File: src/rtl/uart_tx.sv
// 8N1 UART transmitter that drains a first-word-fall-through FIFO and
// serializes each popped word LSB first on a registered tx line.
module uart_tx #(
   parameter int DATA_WIDTH   = 8,
   parameter int CLKS_PER_BIT = 16
) (
   input  logic                  clk,
   input  logic                  rst,
   input  logic                  tx_en,
   input  logic                  fifo_empty,
   input  logic [DATA_WIDTH-1:0] fifo_dout,
   output logic                  fifo_rd_en,
   output logic                  tx,
   output logic                  busy,
   output logic                  done
);

   localparam int BCNT_W = $clog2(CLKS_PER_BIT);
   localparam int BIDX_W = $clog2(DATA_WIDTH);

   localparam logic [BCNT_W-1:0] BCNT_LAST = BCNT_W'(CLKS_PER_BIT - 1);
   localparam logic [BIDX_W-1:0] BIDX_LAST = BIDX_W'(DATA_WIDTH - 1);

   localparam logic [1:0] IDLE  = 2'd0;
   localparam logic [1:0] START = 2'd1;
   localparam logic [1:0] DATA  = 2'd2;
   localparam logic [1:0] STOP  = 2'd3;

   logic [1:0]            state;
   logic [BCNT_W-1:0]     bcnt;
   logic [BIDX_W-1:0]     bidx;
   logic [DATA_WIDTH-1:0] shift;
   logic                  bit_end;
   logic                  pop;

   assign bit_end = (bcnt == BCNT_LAST);

   // A pop in the last stop cycle chains the next frame with no idle gap.
   assign pop = tx_en && !fifo_empty &&
                ((state == IDLE) || ((state == STOP) && bit_end));

   assign fifo_rd_en = pop && !rst;
   assign done       = (state == STOP) && bit_end && !rst;
   assign busy       = (state != IDLE);

   // tx is loaded with the level of the state being entered so it stays
   // aligned with the state register.
   always_ff @(posedge clk) begin
      if (rst) begin
         state <= IDLE;
         bcnt  <= '0;
         bidx  <= '0;
         shift <= '0;
         tx    <= 1'b1;
      end else begin
         case (state)
            IDLE: begin
               bcnt <= '0;
               if (pop) begin
                  shift <= fifo_dout;
                  state <= START;
                  tx    <= 1'b0;
               end else begin
                  tx    <= 1'b1;
               end
            end

            START: begin
               if (bit_end) begin
                  bcnt  <= '0;
                  bidx  <= '0;
                  state <= DATA;
                  tx    <= shift[0];
               end else begin
                  bcnt  <= bcnt + BCNT_W'(1);
               end
            end

            DATA: begin
               if (bit_end) begin
                  bcnt  <= '0;
                  shift <= shift >> 1;
                  if (bidx == BIDX_LAST) begin
                     state <= STOP;
                     tx    <= 1'b1;
                  end else begin
                     bidx  <= bidx + BIDX_W'(1);
                     tx    <= shift[1];
                  end
               end else begin
                  bcnt  <= bcnt + BCNT_W'(1);
               end
            end

            STOP: begin
               if (bit_end) begin
                  bcnt <= '0;
                  if (pop) begin
                     shift <= fifo_dout;
                     state <= START;
                     tx    <= 1'b0;
                  end else begin
                     state <= IDLE;
                     tx    <= 1'b1;
                  end
               end else begin
                  bcnt <= bcnt + BCNT_W'(1);
               end
            end

            default: begin
               state <= IDLE;
               bcnt  <= '0;
               tx    <= 1'b1;
            end
         endcase
      end
   end

endmodule

File: config.mk
export PLATFORM = sky130hd
export DESIGN_NAME = uart_tx
export DESIGN_NICKNAME = d
export VERILOG_FILES = /design/src/rtl/uart_tx.sv
export SDC_FILE = /design/constraint.sdc
export NUM_CORES = 1
export LEC_CHECK = 0
export ABC_AREA = 1
export CORE_UTILIZATION = 56
export CTS_CLUSTER_DIAMETER = 80
export CTS_CLUSTER_SIZE = 24
export DETAILED_ROUTE_END_ITERATION = 6
export PLACE_DENSITY = 0.87
export SETUP_SLACK_MARGIN = 0.5
export SYNTH_ARGS = -nofsm -noshare
export SYNTH_HDL_FRONTEND = slang
export SYNTH_SLANG_ARGS = --single-unit
File: constraint.sdc
create_clock -name clk -period 2.8 [get_ports clk]
set_input_delay 0.28 -clock clk [delete_from_list [all_inputs] [get_ports clk]]
set_output_delay 0.28 -clock clk [all_outputs]
set_load 0.01 [all_outputs]
Word level (Yosys, flattened, before mapping)
Cells that the tools add are included.
{"block": "word_totals", "mem_count": 0, "ff_bits": 18, "rom_bits": 0, "latch_bits": 0, "output_inout_bits": 4, "mem_bits_rw": 0}
{"block": "classes", "multipliers": 0, "magnitude_cmp": 0, "div": 0, "n_eq_ne": 11, "shifts": 0, "n_mux": 23, "add_sub_neg": 2, "reduce_logical": 17, "bitwise_logic": 0}
{"cell": "$mux 8", "count": 3}
{"cell": "$pmux 8 s3", "count": 1}
{"cell": "$ne 2x2->1 const B", "count": 6}
{"cell": "$mux 2", "count": 5}
{"cell": "$mux 3", "count": 3}
{"cell": "$pmux 2 s4", "count": 1}
{"cell": "$pmux 4 s2", "count": 1}
{"cell": "$mux 1", "count": 6}
{"cell": "$pmux 3 s2", "count": 1}
{"cell": "$reduce_and 3->1", "count": 2}
{"cell": "$logic_and 1x1->1", "count": 5}
{"cell": "$reduce_and 5->1", "count": 1}
{"cell": "$add 4x1->4 const B", "count": 1}
{"cell": "$eq 2x2->1 const B", "count": 2}
{"cell": "$eq 4x4->1 const B", "count": 1}
{"cell": "$mux 4", "count": 1}
{"cell": "$pmux 1 s4", "count": 1}
{"cell": "$reduce_and 4->1", "count": 1}
{"cell": "$reduce_bool 2->1", "count": 2}
{"cell": "$add 3x1->3 const B", "count": 1}
{"cell": "$eq 3x3->1 const B", "count": 1}
{"cell": "$reduce_bool 3->1", "count": 1}
{"cell": "$reduce_or 3->1", "count": 1}
{"cell": "$eq 2x1->1 const B", "count": 1}
{"cell": "3 further kinds", "count": 4}

Longest topological paths before layout
Gate-level depths: netlist of the first run.
{"block": "logic_depth", "word_depth": 7, "mapped_depth": 11, "mapped_depth_nobuf": 10}

Worst setup path before layout of the first run
Ideal clock, no wire load.
{"block": "synth_path", "kind": "register to register", "startpoint": "reg state[0]", "endpoint": "reg shift[4]", "stages_incl_launch_ff": 10, "synth_period_minus_slack_ps": 1548, "required_time_ps": 2685, "arrival_ps": 1433, "slack_ps": 1252, "path_cell_list": "dfxtp_1 > inv_1 > ha_1 > inv_2 > nand2_1 > a21oi_4 > buf_6 > nand3_1 > nand2_1 > nor2_1"}
{"block": "synth_via", "elab_chain_len": 7, "elab_cells_between_ends": 13, "classes_between": "eq/ne (4); mux (3); reduce/logical (6)"}
{"item": "from (decl)", "line_no": "29", "text": "logic [1:0] state;"}
{"item": "from (signal assigned)", "line_no": "50", "text": "state <= IDLE;"}
{"item": "from (signal assigned)", "line_no": "61", "text": "state <= START;"}
{"item": "from (signal assigned)", "line_no": "72", "text": "state <= DATA;"}
{"item": "$eq 2x2->1", "line_no": "40, 56"}
{"item": "$logic_and 1x1->1", "line_no": "40", "text": "((state == IDLE) || ((state == STOP) && bit_end));"}
{"item": "$logic_or 1x1->1", "line_no": "40"}
{"item": "$logic_and 1x1->1", "line_no": "39", "text": "assign pop = tx_en && !fifo_empty &&"}
{"item": "$mux 8 (2 in a row)"}
{"item": "$pmux 8 s3", "line_no": "56", "text": "case (state)"}
{"item": "to (signal assigned)", "line_no": "60", "text": "shift <= fifo_dout;"}
{"item": "to (signal assigned)", "line_no": "82", "text": "shift <= shift >> 1;"}
{"item": "to (signal assigned)", "line_no": "99", "text": "shift <= fifo_dout;"}
{"item": "to (decl)", "line_no": "32", "text": "logic [DATA_WIDTH-1:0] shift;"}
Parallel ways exist; a longest one is shown, timed or not. The select of a mux whose other input is x is not followed.
A chain may end at the register's enable or synchronous reset.

Worst setup path after layout of the first run
{"block": "layout_path", "startpoint": "reg state[0]", "endpoint": "out fifo_rd_en"}
{"block": "layout_via", "elab_chain_len": 5, "elab_cells_between_ends": 6, "classes_between": "eq/ne (1); reduce/logical (5)"}
{"item": "$eq 2x2->1", "line_no": "40"}
{"item": "$logic_and 1x1->1", "line_no": "40"}
{"item": "$logic_or 1x1->1 (*)", "line_no": "40"}
{"item": "$logic_and 1x1->1 (*)", "line_no": "39"}
{"item": "$logic_and 1x1->1 (*)", "line_no": "42", "text": "assign fifo_rd_en = pop && !rst;"}
{"item": "to (decl)", "line_no": "12", "text": "output logic fifo_rd_en,"}
Every way passes the cells marked *; elsewhere a longest branch is shown, timed or not.

==> metrics, run 1 <==
initial antenna violation count=0; cts bufs inserted=3; Mapped Area=0.001056 mm2; starting density of the core=60.50%; fill cell count=148; clk slew on worst S/H paths=0.09 ns; DRC Markers=0; Worst VDD drop=~520 uV; final worst-path cycle share=77.62%; Critical Path Sink=fifo_rd_en; Worst Path Required=about 2.5 ns; Bufs on Longest Clock Path=2; mean post-synth cell area=roughly 7.6 um2; DRT Wirelength=2112 um; CP startpoint=state[0]; worst r2r dst=shift[1]; area fraction of the dominant cell type after synthesis=34.12%; clock root buffer=clkbuf_4; Ys Warns=0; post-DP HPWL=~1600 um; Pwr Density=slightly below 900 mW/mm2; R2R setup slack=approximately 0.83 ns; largest cells by area after synthesis=dfxtp_1 (34%), ha_1 (11%), nand2_1 (10%); Chip Height=45.43 um; worst-margin pin slew=0.5857 ns; clock sink count=18; Yosys cell types=26; max-cap viol count=0; Setup Skew=0.01049 ns; vias in the first global route=~830; HP Class=reg -> reg; setup ws final=0.6266 ns; TritonRoute pass-1 iters=4; antenna cells=0; clk_lat worst skew=0.29 ns; largest net degree at the start of global routing=17; Vias=925; status=finished, final reports clean; Final Total Pwr=1095 uW; Mapped Nets=160; Yosys reg bits=18; Final setup viols=0; # port buffers=15; sequential area share after synthesis=34.12%; classification of the worst setup path=reg -> out; Layout area overhead=15.88%; R2R cell count=8; Synth Instances=~140; core footprint=between 0.0015 and 0.002 mm2; num rows=15; chip width=45.43 um; drt via density=5.197; CP Launch Type=register; total grt overflow=0; Starting DRT DRC Count=16; WP data arrival=1.89 ns; pre-CTS WS=~0.75 ns; CTS tree=yes; Top Ports=16; CP Max Fanout=6; CP Cell Sequence=ha_1, nand4_1, nand2_1, nand2_2, nor2_1, clkdlybuf4s50_1; Final Wtd Congestion=between 0.8 and 0.9; Total GRT Usage=between 20% and 30%; Crit-path slowest cell=clkdlybuf4s50_1; share of post-route cells with drive strength above 1=9.804%; fin nets=around 180; Slew HR=60.96%; max-slew violations=0; RSZ-0062 raised after global routing=false; Period minus WS final=2.173 ns; Hold Violations, Final=0; Die ar.=between 0.002 and 0.0025 mm2; H-tree Lvls=1; reg-to-reg startpoint=state[0]; crit end category=output pin; global-route wire length before repair=3415 um; Max Freq=0.4601 GHz; Routed wire per std cell=11.87 um; total negative slack=0 ns; antenna viol nets, final=0; hold buffers post-CTS=0; Leakage=0.0005337 uW; delay of the slowest critical-path stage=~0.54 ns; dominant cell type by area after synthesis=dfxtp_1
## cell usage in the layout, fill, tap and decap left out, types with 2 or more instances in the layout
cell / n
nand3_1: 13
mux2i_1: 6
dfxtp_1: 16
nand2_1: 28
nor2_1: 20
clkbuf_4: 3
a21oi_1: 13
clkdlybuf4s50_1: 15
nand4_1: 2
ha_1: 8
inv_1: 9
dfxtp_2: 2
o21ai_0: 3
inv_2: 2
## repair_timing
action                                 4_1_cts  5_1_grt
endpoints found under the hold margin        0        0
buffers inserted                             0        0
resized for setup                            0        3
setup endpoints to repair                    0        1
## power by group
group | internal, uW | total (uW) | switching [uW]
Sequential | 339 | 398 | 58.6
Clock | 50.0 | 126 | 75.8
Combinational | 232 | 571 | 339
Total | 621 | 1090 | 473
## sequential cells by signal, indices dropped and copies added (netlist names)
register	cells
bidx	3
state	2
bcnt	4
shift	8
tx	1
## stage by stage
step	cells	utilization [%]	area, um2	hold slack, ns
after floorplan	139	-	1056	0.4176
after global placement	175	68.53	1196	0.4290
after detailed placement	175	68.53	1196	0.4369
after CTS	178	69.82	1219	0.4560
after global routing	178	70.11	1224	0.4921
final	178	70.11	1224	0.4579
## synthesized netlist by cell type
library cell  number
clkinv_1           1
inv_2              2
dfxtp_1           18
nand3b_1           1
nand3_2            1
o21ai_0            3
nand2_1           28
nor3_1             1
nand2_2            1
xor2_1             1
nand3_1           13
nand4_1            2
a21oi_4            1
clkbuf_1           1
nor2_1            20
nor2_4             1
ha_1               9
nand2_4            1
inv_1              9
buf_6              2
buf_8              1
a21oi_2            1
a21boi_0           1
nor2_2             1
mux2i_1            6
a21oi_1           13
## worst min path at each step
stage | startpoint | to | slack [ns] | depth (start not counted)
after floorplan | bcnt[0] | bcnt[0] | 0.42 | 1
after global placement | bcnt[0] | bcnt[0] | 0.43 | 1
after detailed placement | bcnt[0] | bcnt[0] | 0.44 | 1
after CTS | bcnt[0] | bcnt[0] | 0.46 | 1
after global routing | bcnt[0] | bcnt[0] | 0.49 | 1
final | bcnt[0] | bcnt[0] | 0.46 | 1
## critical path, delay by kind of cell (launching register included)
family / cells / cell delay, ns
AND/OR/NAND/NOR: 4 / 0.48
buffers and inverters: 1 / 0.54
flip-flops: 1 / 0.39
adder cells (fa/ha/maj): 1 / 0.21
## layer usage
metal | GRT usage, % | vias up | routed length [um]
met4 | 1.818 | 0 | 4
met1 | 28.12 | 422 | 986
met5 | 0 | - | 0
met3 | 7.143 | 2 | 76
li1 | - | 486 | -
met2 | 39.14 | 15 | 1045
## cells by family after synthesis
kind of cell | share of synthesized area (%)
compound gates | 10.66
xor+xnor | 0.8295
fa+ha+maj | 10.66
buf+inv | 8.174
flops | 34.12
mux | 5.687
simple gates | 29.86
## area by class of cell
| cell class | count | area (um2) | area share [%] |
|---|---|---|---|
| Timing Repair Buffer | 15 | 150.1 | 12.27 |
| Multi-Input combinational cell | 105 | 611.8 | 50.00 |
| Tap cell | 25 | 31.28 | 2.556 |
| Clock buffer | 3 | 22.52 | 1.840 |
| Inverter | 12 | 45.04 | 3.681 |
| Sequential cell | 18 | 362.8 | 29.65 |
Note: power is estimated with default switching activity, not from simulation.
==> run 2, diff against run 1 <==
- CORE_UTILIZATION: 56 -> 52
- PLACE_DENSITY: 0.87 -> 0.82
- clock period: 2.8 -> 2 ns (I/O delays scaled with it)
==> run 2 against run 1 <==
Compared with the run above:
- clock skew down 0.0076 ns
- flip-flop and latch count is the same
- sequential share of layout area shrank 3.3 points
==> metrics, run 2 (synthesis results as in run 1) <==
status=finished, final reports clean (unchanged); TritonRoute pass-1 iters=4 (unchanged); Worst VDD drop=824.5 uV (was 519.4 uV); clk slew on worst S/H paths=0.11 ns (was 0.09 ns); Pwr Density=1390 mW/mm2 (was 894.6 mW/mm2); CP Launch Type=register (unchanged); # port buffers=15 (unchanged); global-route wire length before repair=3781 um (was 3415 um); Final setup viols=0 (unchanged); post-DP HPWL=1654 um (was 1601 um); clock sink count=18 (unchanged); largest net degree at the start of global routing=17 (unchanged); Routed wire per std cell=13.81 um (was 11.87 um); drt via density=5.297 (was 5.197); cts bufs inserted=3 (unchanged); DRT Wirelength=2652 um (was 2112 um); Max Freq=0.6267 GHz; most common cell after layout, fill and taps aside=nand2_1 (unchanged); Die ar.=0.002215 mm2 (was 0.002063 mm2); Largest regs=shift: 8 flops, bcnt: 4 flops, bidx: 3 flops (unchanged); Total GRT Usage=26.01% (was 22.54%); Chip Height=47.07 um (was 45.43 um); starting density of the core=58.01% (was 60.50%); Leakage=0.0006251 uW (was 0.0005337 uW); Setup Skew=0.002892 ns (was 0.01049 ns); Slew HR=78.68% (was 60.96%); core footprint=0.001821 mm2 (was 0.001745 mm2); num rows=15 (unchanged); worst-margin pin slew=0.3189 ns (was 0.5857 ns); hold buffers post-CTS=0 (unchanged); max-cap viol count=0 (unchanged); H-tree Lvls=1 (unchanged); antenna cells=0 (unchanged); Layout area overhead=33.06% (was 15.88%); Hold Violations, Final=0 (unchanged); fill cell count=139 (was 148); initial antenna violation count=0 (unchanged); max-slew violations=0 (unchanged); total negative slack=0 ns (unchanged); Bufs on Longest Clock Path=2 (unchanged); clk_lat worst skew=0.31 ns (was 0.29 ns); WP data arrival=1.84 ns (was 1.89 ns); clock root buffer=clkbuf_4 (unchanged); HP Class=reg -> reg (unchanged); CTS tree=yes (unchanged); Period minus WS final=1.596 ns; share of post-route cells with drive strength above 1=25.15% (was 9.804%); WHS=0.4585 ns (was 0.4579 ns); final worst-path cycle share=roughly four fifths; most frequent cells in the layout=nand2_1 (26), nor2_1 (20), dfxtp_1 (14) (was nand2_1 (28), nor2_1 (20), dfxtp_1 (16)); CP Max Fanout=6 (unchanged); Worst Path Required=2.24 ns (was 2.52 ns); Top Ports=16 (unchanged); total grt overflow=0 (unchanged); fin nets=189 (was 176); antenna viol nets, final=0 (unchanged); Biggest register=shift (unchanged); chip width=47.07 um (was 45.43 um); crit end category=register (was output pin); classification of the worst setup path=reg -> reg (was reg -> out); Final Wtd Congestion=0.8593 (was 0.8970); Largest register FFs=8 (unchanged); RSZ-0062 raised after global routing=true (was false); DRC Markers=0 (unchanged); Vias=1,017 (was 925); Starting DRT DRC Count=27 (was 16); vias in the first global route=881 (was 829)
[run 2: cell count changes in the layout (fill, tap and decap cells not counted), sizes merged]
cell / change
buf: +14
clkbuf: +3
clkdlybuf4s50: -3
[run 2: through the flow]
stage	power [uW]	std cells	setup WS, ns	util, %	cell area (um2)
floorplan	1223	139	0.5377	-	1057
global placement	1333	176	0.2997	66.19	1205
detailed placement	1373	176	0.2344	66.19	1205
CTS	1828	191	0.4314	75.53	1375
global route	2069	192	0.3213	77.18	1405
finish	1953	192	0.4044	77.18	1405
[run 2: layout make-up]
| class | count | area (um2) | share of cell area, % |
|---|---|---|---|
| multi-input cells | 105 | 648.1 | 46.13 |
| flip-flops and latches | 18 | 370.4 | 26.36 |
| repair buffers | 28 | 266.5 | 18.97 |
| inverters | 12 | 52.55 | 3.740 |
| clock buffers | 4 | 36.28 | 2.582 |
| well taps | 25 | 31.28 | 2.226 |
[run 2: report_power, final]
| part | internal, uW | switching (uW) | total, uW |
|---|---|---|---|
| sequential | 483 | 92.7 | 576 |
| combinational | 541 | 597 | 1140 |
| clock | 111 | 129 | 240 |
| total | 1140 | 818 | 1950 |
[run 2: repair_timing]
item	CTS	global route
pin swaps	5	2
buffers inserted	11	0
gates cloned	0	1
setup endpoints to repair	14	13
gates resized for setup	27	5
[run 2: final timing paths]
kind                               start        to  slack (ns)  cells after the start
worst max-delay path            state[1]  state[0]        0.40                     10
worst min-delay path             bcnt[0]   bcnt[0]        0.46                      1
worst max register to register  state[1]  state[0]        0.40                     10
worst min register to register   bcnt[0]   bcnt[0]        0.46                      1
[run 2: metal layers]
metal	routed length (um)	vias to the layer above	GRT usage [%]
li1	-	511	-
met1	1124	478	29.62
met2	1357	23	44.44
met3	114	5	6.923
met4	56	0	13.71
met5	0	-	0
[run 2: worst max-delay path, stage by stage, from the launching register on]
cell,delay (ns)
dfxtp_4,0.38
buf_4,0.14
ha_2,0.19
buf_6,0.14
nor2_2,0.10
nand2_1,0.05
nand2_1,0.07
inv_2,0.08
nor2_4,0.11
o21ai_0,0.10
a21oi_1,0.15
==> run 3, diff against run 2 <==
- clock period: 2 -> 1.6 ns (I/O delays scaled with it)
==> run 3 against run 2 <==
Compared with the run above:
- the flow now finishes with violations (negative setup slack)
- non-clock buffer count is 11 higher
- highest routed layer unchanged
- global-route usage increased by 7.5 points
- worst setup slack got worse by 0.46 ns
- cell count is 5.7% higher
- wire length grew 79%
==> metrics, run 3 (synthesis results as in run 1) <==
Worst VDD drop=1609 uV (was 824.5 uV); Bufs on Longest Clock Path=2 (unchanged); pre-CTS WS=-0.06073 ns (was 0.2344 ns); DRC Markers=0 (unchanged); final worst-path cycle share=103.6% (was 79.78%); # port buffers=15 (unchanged); clock root buffer=clkbuf_4 (unchanged); initial antenna violation count=1 (was 0); worst r2r dst=state[0] (unchanged); reg-to-reg startpoint=state[0] (was state[1]); total negative slack=-0.1901 ns (was 0 ns); CTS tree=yes (unchanged); TritonRoute pass-1 iters=5 (was 4); Hold Violations, Final=0 (unchanged); setup ws final=-0.05771 ns (was 0.4044 ns); RSZ-0062 raised after global routing=true (unchanged); FF/Latch Area=370.4 um2 (unchanged); starting density of the core=58.01% (unchanged); CP startpoint=state[0] (was state[1]); R2R setup slack=-0.06 ns (was 0.40 ns); status=finished, violations left (was finished, final reports clean); clock sink count=18 (unchanged); global-route wire length before repair=5112 um (was 3781 um); failing checks=negative setup slack; largest net degree at the start of global routing=17 (unchanged); max-cap viol count=0 (unchanged); cts bufs inserted=3 (unchanged); Critical Path Sink=state[0] (unchanged); Die ar.=0.002215 mm2 (unchanged); Largest regs=shift: 8 flops, bcnt: 4 flops, bidx: 3 flops (unchanged); vias in the first global route=1,152 (was 881); worst-margin pin slew=0.3289 ns (was 0.3189 ns); post-DP HPWL=1777 um (was 1654 um); Chip Height=47.07 um (unchanged); CP Launch Type=register (unchanged); clk slew on worst S/H paths=0.12 ns (was 0.11 ns); multi-input logic area=859.6 um2 (was 648.1 um2); share of post-route cells with drive strength above 1=49.44% (was 25.15%); most frequent cells in the layout=nand2_1 (19), nor2_1 (16), buf_4 (15) (was nand2_1 (26), nor2_1 (20), dfxtp_1 (14)); WP data arrival=1.90 ns (was 1.84 ns); chip width=47.07 um (unchanged); drt via density=6.542 (was 5.297); num rows=15 (unchanged); Largest register FFs=8 (unchanged); Vias=1,328 (was 1,017); Finished Layout Cells=203 (was 192); DRT Wirelength=4751 um (was 2652 um); fill cell count=41 (was 139); Top Ports=16 (unchanged); Placed Cells=188 (was 176); H-tree Lvls=1 (unchanged); Starting DRT DRC Count=61 (was 27); crit end category=register (unchanged); clk_lat worst skew=0.32 ns (was 0.31 ns); classification of the worst setup path=reg -> reg (unchanged); Period minus WS final=1.658 ns (was 1.596 ns); Worst Path Required=1.85 ns (was 2.24 ns); antenna cells=0 (unchanged); fin nets=200 (was 189); HP Class=reg -> reg (unchanged); antenna viol nets, final=0 (unchanged); Routed wire per std cell=23.40 um (was 13.81 um); Biggest register=shift (unchanged); Final Util=95.88% (was 77.18%); WHS=0.5165 ns (was 0.4585 ns); Final setup viols=7 (was 0); max-slew violations=0 (unchanged); hold buffers post-CTS=0 (unchanged); Total GRT Usage=33.54% (was 26.01%); core footprint=0.001821 mm2 (unchanged); Layout area overhead=65.28% (was 33.06%); Setup Skew=0.002619 ns (was 0.002892 ns); CP Max Fanout=4 (was 6); Leakage=0.0007382 uW (was 0.0006251 uW); R2R cell count=11 (was 10); Pwr Density=1931 mW/mm2 (was 1390 mW/mm2); Slew HR=77.93% (was 78.68%); total grt overflow=0 (unchanged); Max Freq=0.6032 GHz (was 0.6267 GHz); Final Wtd Congestion=0.8238 (was 0.8593); most common cell after layout, fill and taps aside=nand2_1 (unchanged)
## run 3: cell count changes in the layout (fill, tap and decap cells not counted), sizes merged
cell | previous run | this run
buf | 14 | 27
clkbuf | 6 | 5
clkdlybuf4s50 | 12 | 11
## run 3: what timing repair did
| action | in CTS | in global routing |
|---|---|---|
| pin swaps | 10 | 9 |
| resized for setup | 47 | 27 |
| setup endpoints to repair | 21 | 22 |
| buffers inserted | 8 | 2 |
| gates cloned | 1 | 0 |
## run 3: layout make-up
cell class                 count  share of cell area, %
tap                           25                  1.792
clock buffer                   4                  2.079
timing repair buffer          39                  22.22
sequential                    18                  21.22
inverter                      12                  3.441
multi-input combinational    105                  49.25
## run 3: how the worst min path moves through the flow
stage,end,slack [ns],depth (start not counted),startpoint
2_1_floorplan,shift[7],0.40,4,fifo_dout[7]
3_3_place_gp,bidx[1],0.45,2,bidx[1]
3_5_place_dp,bidx[1],0.46,2,bidx[1]
4_1_cts,bidx[1],0.48,2,bidx[1]
5_1_grt,bcnt[0],0.55,2,bcnt[0]
6_report,shift[4],0.52,2,shift[4]
## run 3: layer usage
| metal | vias to the layer above | GRT usage, % | wire length (um) |
|---|---|---|---|
| met3 | 40 | 7.308 | 404 |
| met4 | 0 | 12.00 | 274 |
| met2 | 119 | 58.89 | 2249 |
| met5 | - | 0 | 0 |
| met1 | 632 | 40.09 | 1822 |
| li1 | 537 | - | - |
## run 3: worst max-delay path, cell delays in order (launching register included)
cell	delay [ns]
dfxtp_4	0.39
buf_12	0.11
inv_8	0.03
ha_4	0.19
buf_6	0.12
nor2_4	0.09
nand2_1	0.09
nand2_1	0.11
inv_2	0.09
nor2_4	0.11
o21ai_1	0.09
a21oi_1	0.16
## run 3: power by group
part	internal (uW)	total [uW]	leakage [uW]	switching (uW)
registers	604	742	0.000149	138
clock network	139	316	0.0000210	177
logic	1050	2310	0.000568	1260
## run 3: metrics by stage
stage          cell area [um2]  total power (uW)
6_report                  1745              3370
4_1_cts                   1629              2767
3_5_place_dp              1379              1965
5_1_grt                   1745              3447
3_3_place_gp              1379              1904
2_1_floorplan             1129              1625
